==> src/rtl/uart_pkg.sv <==
// Shared UART definitions: FSM states, frame constants, parity helper.
// Used by both the receiver and the transmitter.
package uart_pkg;

    typedef enum logic [2:0] {
        S_IDLE,
        S_START,
        S_DATA,
        S_PARITY,
        S_STOP
    } uart_state_t;

    localparam int   DATA_BITS  = 8;
    localparam logic START_BIT  = 1'b0;
    localparam logic STOP_BIT   = 1'b1;
    localparam logic IDLE_LEVEL = 1'b1;

    function automatic logic even_parity(input logic [DATA_BITS-1:0] d);
        return ^d;
    endfunction

endpackage

==> src/rtl/uart_sync.sv <==
// Multi-flop synchronizer for an asynchronous single-bit input.
// Reset value is a parameter so an idle-high line never looks active.
module uart_sync #(
    parameter int   STAGES    = 2,
    parameter logic RESET_VAL = 1'b1
) (
    input  logic clk,
    input  logic rst_n,
    input  logic i_d,
    output logic o_q
);

    logic [STAGES-1:0] r_ff;

    always_ff @(posedge clk or negedge rst_n) begin
        if (!rst_n) begin
            r_ff <= {STAGES{RESET_VAL}};
        end else begin
            r_ff <= {r_ff[STAGES-2:0], i_d};
        end
    end

    assign o_q = r_ff[STAGES-1];

endmodule

==> src/rtl/uart_rx.sv <==
// UART receiver: start, 8 data bits LSB first, even parity, stop.
// Samples each bit at mid-bit and reports the byte with error flags.
module uart_rx
    import uart_pkg::*;
#(
    parameter int CLKS_PER_BIT = 1,
    parameter int SYNC_STAGES  = 2
) (
    input  logic       clk,
    input  logic       reset_n,
    input  logic       rx,
    output logic [7:0] data_out,
    output logic       data_valid,
    output logic       parity_err,
    output logic       frame_err,
    output logic       busy
);

    localparam int H  = (CLKS_PER_BIT - 1) / 2;
    localparam int CW = (CLKS_PER_BIT > 1) ? $clog2(CLKS_PER_BIT) : 1;
    localparam logic [CW-1:0] CNT_MID  = CW'(H);
    localparam logic [CW-1:0] CNT_LAST = CW'(CLKS_PER_BIT - 1);

    logic                 w_rx_s;
    uart_state_t          r_state;
    logic [CW-1:0]        r_clk_cnt;
    logic [2:0]           r_bit_idx;
    logic [DATA_BITS-1:0] r_shift;
    logic                 r_par;
    logic [7:0]           r_data;
    logic                 r_valid;
    logic                 r_perr;
    logic                 r_ferr;

    uart_sync #(
        .STAGES    (SYNC_STAGES),
        .RESET_VAL (IDLE_LEVEL)
    ) u_sync (
        .clk   (clk),
        .rst_n (reset_n),
        .i_d   (rx),
        .o_q   (w_rx_s)
    );

    always_ff @(posedge clk or negedge reset_n) begin
        if (!reset_n) begin
            r_state   <= S_IDLE;
            r_clk_cnt <= '0;
            r_bit_idx <= '0;
            r_shift   <= '0;
            r_par     <= 1'b0;
            r_data    <= '0;
            r_valid   <= 1'b0;
            r_perr    <= 1'b0;
            r_ferr    <= 1'b0;
        end else begin
            r_valid <= 1'b0;
            unique case (r_state)
                S_IDLE: begin
                    // This cycle is offset 0 of the start bit.
                    if (w_rx_s == START_BIT) begin
                        if (H == 0) begin
                            r_state   <= S_DATA;
                            r_clk_cnt <= '0;
                        end else begin
                            r_state   <= S_START;
                            r_clk_cnt <= CW'(1);
                        end
                    end
                end
                S_START: begin
                    if (r_clk_cnt == CNT_MID) begin
                        r_clk_cnt <= '0;
                        r_state   <= (w_rx_s == START_BIT) ? S_DATA : S_IDLE;
                    end else begin
                        r_clk_cnt <= r_clk_cnt + CW'(1);
                    end
                end
                S_DATA: begin
                    if (r_clk_cnt == CNT_LAST) begin
                        r_shift[r_bit_idx] <= w_rx_s;
                        r_clk_cnt          <= '0;
                        r_bit_idx          <= r_bit_idx + 3'd1;
                        if (r_bit_idx == 3'(DATA_BITS - 1)) begin
                            r_state <= S_PARITY;
                        end
                    end else begin
                        r_clk_cnt <= r_clk_cnt + CW'(1);
                    end
                end
                S_PARITY: begin
                    if (r_clk_cnt == CNT_LAST) begin
                        r_par     <= w_rx_s;
                        r_clk_cnt <= '0;
                        r_state   <= S_STOP;
                    end else begin
                        r_clk_cnt <= r_clk_cnt + CW'(1);
                    end
                end
                S_STOP: begin
                    if (r_clk_cnt == CNT_LAST) begin
                        r_data    <= r_shift;
                        r_perr    <= even_parity(r_shift) ^ r_par;
                        r_ferr    <= (w_rx_s != STOP_BIT);
                        r_valid   <= 1'b1;
                        r_clk_cnt <= '0;
                        r_state   <= S_IDLE;
                    end else begin
                        r_clk_cnt <= r_clk_cnt + CW'(1);
                    end
                end
                default: begin
                    r_state <= S_IDLE;
                end
            endcase
        end
    end

    assign data_out   = r_data;
    assign data_valid = r_valid;
    assign parity_err = r_perr;
    assign frame_err  = r_ferr;
    assign busy       = (r_state != S_IDLE);

endmodule

==> config.mk <==
export PLATFORM = sky130hd
export DESIGN_NAME = uart_rx
export DESIGN_NICKNAME = d
export VERILOG_FILES = /design/src/rtl/uart_pkg.sv /design/src/rtl/uart_sync.sv /design/src/rtl/uart_rx.sv
export SDC_FILE = /design/constraint.sdc
export NUM_CORES = 1
export LEC_CHECK = 0
export CAP_MARGIN = 40
export CELL_PAD_IN_SITES_DETAIL_PLACEMENT = 1
export CELL_PAD_IN_SITES_GLOBAL_PLACEMENT = 1
export CORE_ASPECT_RATIO = 1.75
export CORE_MARGIN = 1
export CORE_UTILIZATION = 44
export DETAILED_ROUTE_END_ITERATION = 6
export GPL_TIMING_DRIVEN = 1
export PLACE_DENSITY = 0.87
export SYNTH_ARGS = -nofsm -noshare
export SYNTH_HDL_FRONTEND = slang
export SYNTH_SLANG_ARGS = --single-unit
==> constraint.sdc <==
create_clock -name clk -period 1.8 [get_ports clk]
set_input_delay 0.18 -clock clk [delete_from_list [all_inputs] [get_ports clk]]
set_output_delay 0.18 -clock clk [all_outputs]
set_load 0.1 [all_outputs]
Word-level counts from Yosys, hierarchy flattened
Cells that the tools add are included.

Multiply operators: 0. Div/mod/pow operators: 0. $add $sub $neg: 2. Reductions and logical operators: 11. Shift operators: 0. Mux-type cells: 16. Equality and inequality tests: 11. Magnitude comparators: 2. Bitwise logic cells: 3.

Operators by type and width (count): 3-bit 2-to-1 mux (6); 3-bit case mux with 5 select lines (1); 2-bit inequality test, second input constant (6); 8-bit bitwise mux (1); 2-bit AND reduction (4); 8-bit XOR reduction (1); 3-bit by 2-bit equality test with 1-bit output, second input constant (2); 3-bit equality test, second input constant (2); 6-bit AND reduction (1); 1-bit 2-to-1 mux (5); 3-bit by 4-bit < comparator with 1-bit output, second input constant (1); 4-bit OR reduction (1); 3-bit by 1-bit adder with 3-bit output, second input constant (1); 1-bit demux with 3-bit select (1); 3-bit by 1-bit equality test with 1-bit output, second input constant (1); 3-bit by 1-bit greater-or-equal comparator with 1-bit output, second input constant (1); 3-bit zero test (1); 3-bit nonzero test (1); 2-bit 2-to-1 mux (1); 1-bit inverter (2); 1-bit case mux with 2 select lines (1); 2-bit nonzero test (1); 1-bit adder, second input constant (1); 1-bit logical AND (1); 1-bit bitwise XOR (1).

Output and inout port bits: 12. ROM bits: 0. Word-level logic and storage cells: 55. Memory bits (writable): 0. Memories: 0. Latch bits: 0. Register bits: 29. Input port bits: 3.

Logic depth before layout (Yosys ltp)
Depth after elaboration: 5. Mapped depth: 4. Mapped depth without buffers: 4.

Hierarchy
Synthesis repeated with hierarchy kept, for this count alone.

Cells, all modules: 82. Area total of the unflattened synthesis: 1199.9 um2.

Modules (own cells, without submodules): uart_rx (cells an instance 80, times used 1, area each 1147.4 um2, seq. area each 650.6 um2); uart_sync (cells an instance 2, times used 1, area each 52.6 um2, seq. area each 52.6 um2).

Least setup slack after synthesis
No wires, ideal clock.

Kind: flip-flop to flip-flop. Start: register r_state[0]. End: register r_shift[6]. Arrival time: 1347 ps. Stages on the path, launching flop included: 5. Data required time: 1675 ps. Period minus slack after synthesis: 1472 ps. Slack: 328 ps. Setup time: 125 ps. Path buffers: 0. Path through: dfrtp_1 -> nor3b_4 -> and2b_4 -> nand3_2 -> mux2_4.

Longest elaborated chain between the ends: 2.

Ends and longest elaborated chain: start: declaration (line uart_rx.sv:25) `uart_state_t r_state;`; start signal: assignment (line uart_rx.sv:74) `r_state <= (w_rx_s == START_BIT) ? S_DATA : S_IDLE;`; 3-bit by 2-bit equality test with 1-bit output (line uart_rx.sv:58) `unique case (r_state)`; 2-bit AND reduction (no source line); end signal: indexed assignment (line uart_rx.sv:81) `r_shift[r_bit_idx] <= w_rx_s;`; end: declaration (line uart_rx.sv:28) `logic [DATA_BITS-1:0] r_shift;`.

No other way between the ends. A chain may end at the register's enable or synchronous reset.

Final worst setup path
Start: register r_state[1]. End: output port busy.

Longest elaborated chain between the ends: 1.

Ends and longest elaborated chain: 3-bit nonzero test (line uart_rx.sv:123) `assign busy = (r_state != S_IDLE);`; end: declaration (line uart_rx.sv:16) `output logic busy`.

No other way between the ends.

==> flow_summary.toml <==
[grt]
grt-ovfl-total = 0
antenna_found_initial = 0
grt.total_usage = 0.171
first_global_vias = 729
grt_start_max_net_pins = 29
grt_pass1_wl_um = 3720

[timing]
post-route-period-util = 0.839
tns_ns = 0
fin_crit_ns = 1.51
skew_ns = 0.00321
hold_viol = 0
max-slew-margin-rel = 0.766
drv_slew = 0
worstMarginPinSlew_ns = 0.351
finalSetupViolations = 0
rsz0062_at_grt = "false"
max_freq_ghz = 0.662

[cts]
tritoncts = "built"
cts_buffers = 3
hold_buffers = 0
cts_setup_buffers = 0
insertion_delay_ns = 0.28
clk_path_buf_depth = 2
cts.sinks = 28
root_buffer = "clkbuf_8"
clk_pin_slew_ns = 0.09
h-tree-depth = 1
cts_resized = 0

[synth]
synth_top_area_frac = 0.542
synth_enable_flop_cells = 0
muxShareOfSynthArea = 0.205
synth_cells = 82
async_flop_share = 1.00
ys_ff_latch = 28
synth_area_um2 = 1200
ys_seq_area_frac = 0.586
syn_avg_cell_area_um2 = 14.6
ys_top_cells_by_area = "dfrtp_1 54%, mux2_2 15%, dfstp_2 4.4%, mux2_4 3.8%, xnor2_1 3.6%"
synth-compound-area-share = 0.00626
synth_flop_cell = "dfrtp_1"
synth_top_area_cell = "dfrtp_1"
syn-num-nets = 87
synth_most_common_cell = "dfrtp_1"
synthTopCellsByCount = "26 x dfrtp_1, 16 x mux2_2, 5 x xnor2_1"
synth-simple-area-share = 0.101
ys_types = 25
synthXorXnorAreaFrac = 0.0699
synth_top_family_by_area = "multiplexers"
synth_adder_area_share = 0.0209
synth.yosys.warnings = 0

[cells_and_area]
drive_above_1_share = 0.426
n_antenna_cell = 0
final_core_util = 0.571
finalInstanceArea_um2 = 1440
syn_to_final_growth_pct = 20.0
nNetsFinal = 107

[worst_setup_path]
critPathRequiredTime_ns = 1.62
worst_setup_path_start_kind = "register"
critPathArrivalTime_ns = 1.33
cp_max_fo = 6
end_kind = "primary output"
worstSetupPathType = "register to primary output"

[placement]
gp_congestion = 0.821
dp_hpwl_um = 1520
port_buffers = 14
dpl_cell_area_um2 = 1370

[die]
dieArea_um2 = 2950
start_util = 0.476
fp.dieH_um = 71.1
pin_count = 15
core_um2 = 2520
die_x_um = 41.5
num_rows = 24

[status]
outcome = "finished clean"

[drt]
wl_per_cell_um = 16.3
postRouteWirelength_um = 2070
antenna_left = 0
route.met3.wl_um = 68
drt_iter0_markers = 3
drc = 0
drtPass1Iterations = 2
top_layer = "met4"
wl_met2_um = 1190
wl_met1_um = 757
num_vias = 687
routed_via_density = 5.41

[run]
maxCapViolCount = 0

[min_path]
hold_path.class = "primary input to async pin"
==> registers in the layout (all words and copies together) (netlist names) <==
signal / flops
r_par: 1
data_out: 8
r_state: 3
u_sync.r_ff: 2
r_bit_idx: 3
data_valid: 1
frame_err: 1
parity_err: 1
r_shift: 8
==> logic make-up (layout without fill, tap and decap cells) <==
family	count (synthesis)	in the layout
and+or+nand+nor	19	19
muxes	21	21
buffers and inverters	3	22
AOI/OAI and AO/OA	1	1
DFF	28	28
xor gates and xnor gates	8	8
adders and majority gates	2	2
==> routing by layer <==
metal,track usage,vias to the layer above
met1,0.185,354
met2,0.297,11
met3,0.0408,4
met5,0,-
met4,0.0968,0
li1,-,318
==> per-stage QoR <==
| step | setup slack [ns] | hold WS (ns) | std cells |
|---|---|---|---|
| finish | 0.290 | 0.278 | 127 |
| global route | 0.226 | 0.298 | 127 |
| CTS | 0.280 | 0.286 | 127 |
| detailed placement | 0.295 | 0.348 | 123 |
| global placement | 0.355 | 0.346 | 123 |
| floorplan | 0.328 | -0.116 | 82 |
==> worst max-delay path, stage by stage (launching register included) <==
cell,delay [ns]
dfrtp_1,0.44
or3_1,0.43
buf_12,0.19
==> layout make-up <==
cell class                 instances  area (µm²)
timing repair buffer              17         145
sequential                        28         703
tap                               26        32.5
inverter                           1        3.75
fill                             255        1080
multi-input combinational         51         484
clock buffer                       3        41.3
clock inverter                     1        30.0
==> placed cells by master, fill, tap and decap left out, types with 2 or more instances in the layout <==
| master | n |
|---|---|
| xor2_1 | 2 |
| clkbuf_8 | 3 |
| mux2_4 | 3 |
| nor2b_1 | 3 |
| nor2_1 | 2 |
| buf_4 | 14 |
| dfstp_2 | 2 |
| ha_1 | 2 |
| nand3_1 | 3 |
| mux2_2 | 16 |
| clkdlybuf4s50_1 | 2 |
| dfrtp_1 | 26 |
| nand2_1 | 4 |
| xnor2_1 | 5 |
==> path summary, 6_finish.rpt <==
kind                                     startpoint                  endpoint  slack (ns)  cells after the start
setup / recovery             r_state[1]$_DFFE_PN0P_                      busy        0.29                      2
hold / removal                              reset_n    r_shift[1]$_DFFE_PN0P_        0.28                      2
setup reg to reg             r_shift[2]$_DFFE_PN0P_    parity_err$_DFFE_PN0P_        0.30                      4
hold reg to reg            u_sync.r_ff[0]$_DFF_PN1_  u_sync.r_ff[1]$_DFF_PN1_        0.36                      0
max in group asynchronous                   reset_n  u_sync.r_ff[0]$_DFF_PN1_        1.22                      2
min in group clk                                 rx  u_sync.r_ff[0]$_DFF_PN1_        0.31                      1
Power is not shown: default switching activity piles up to over one toggle a cycle in this logic, so the estimate is an artifact.
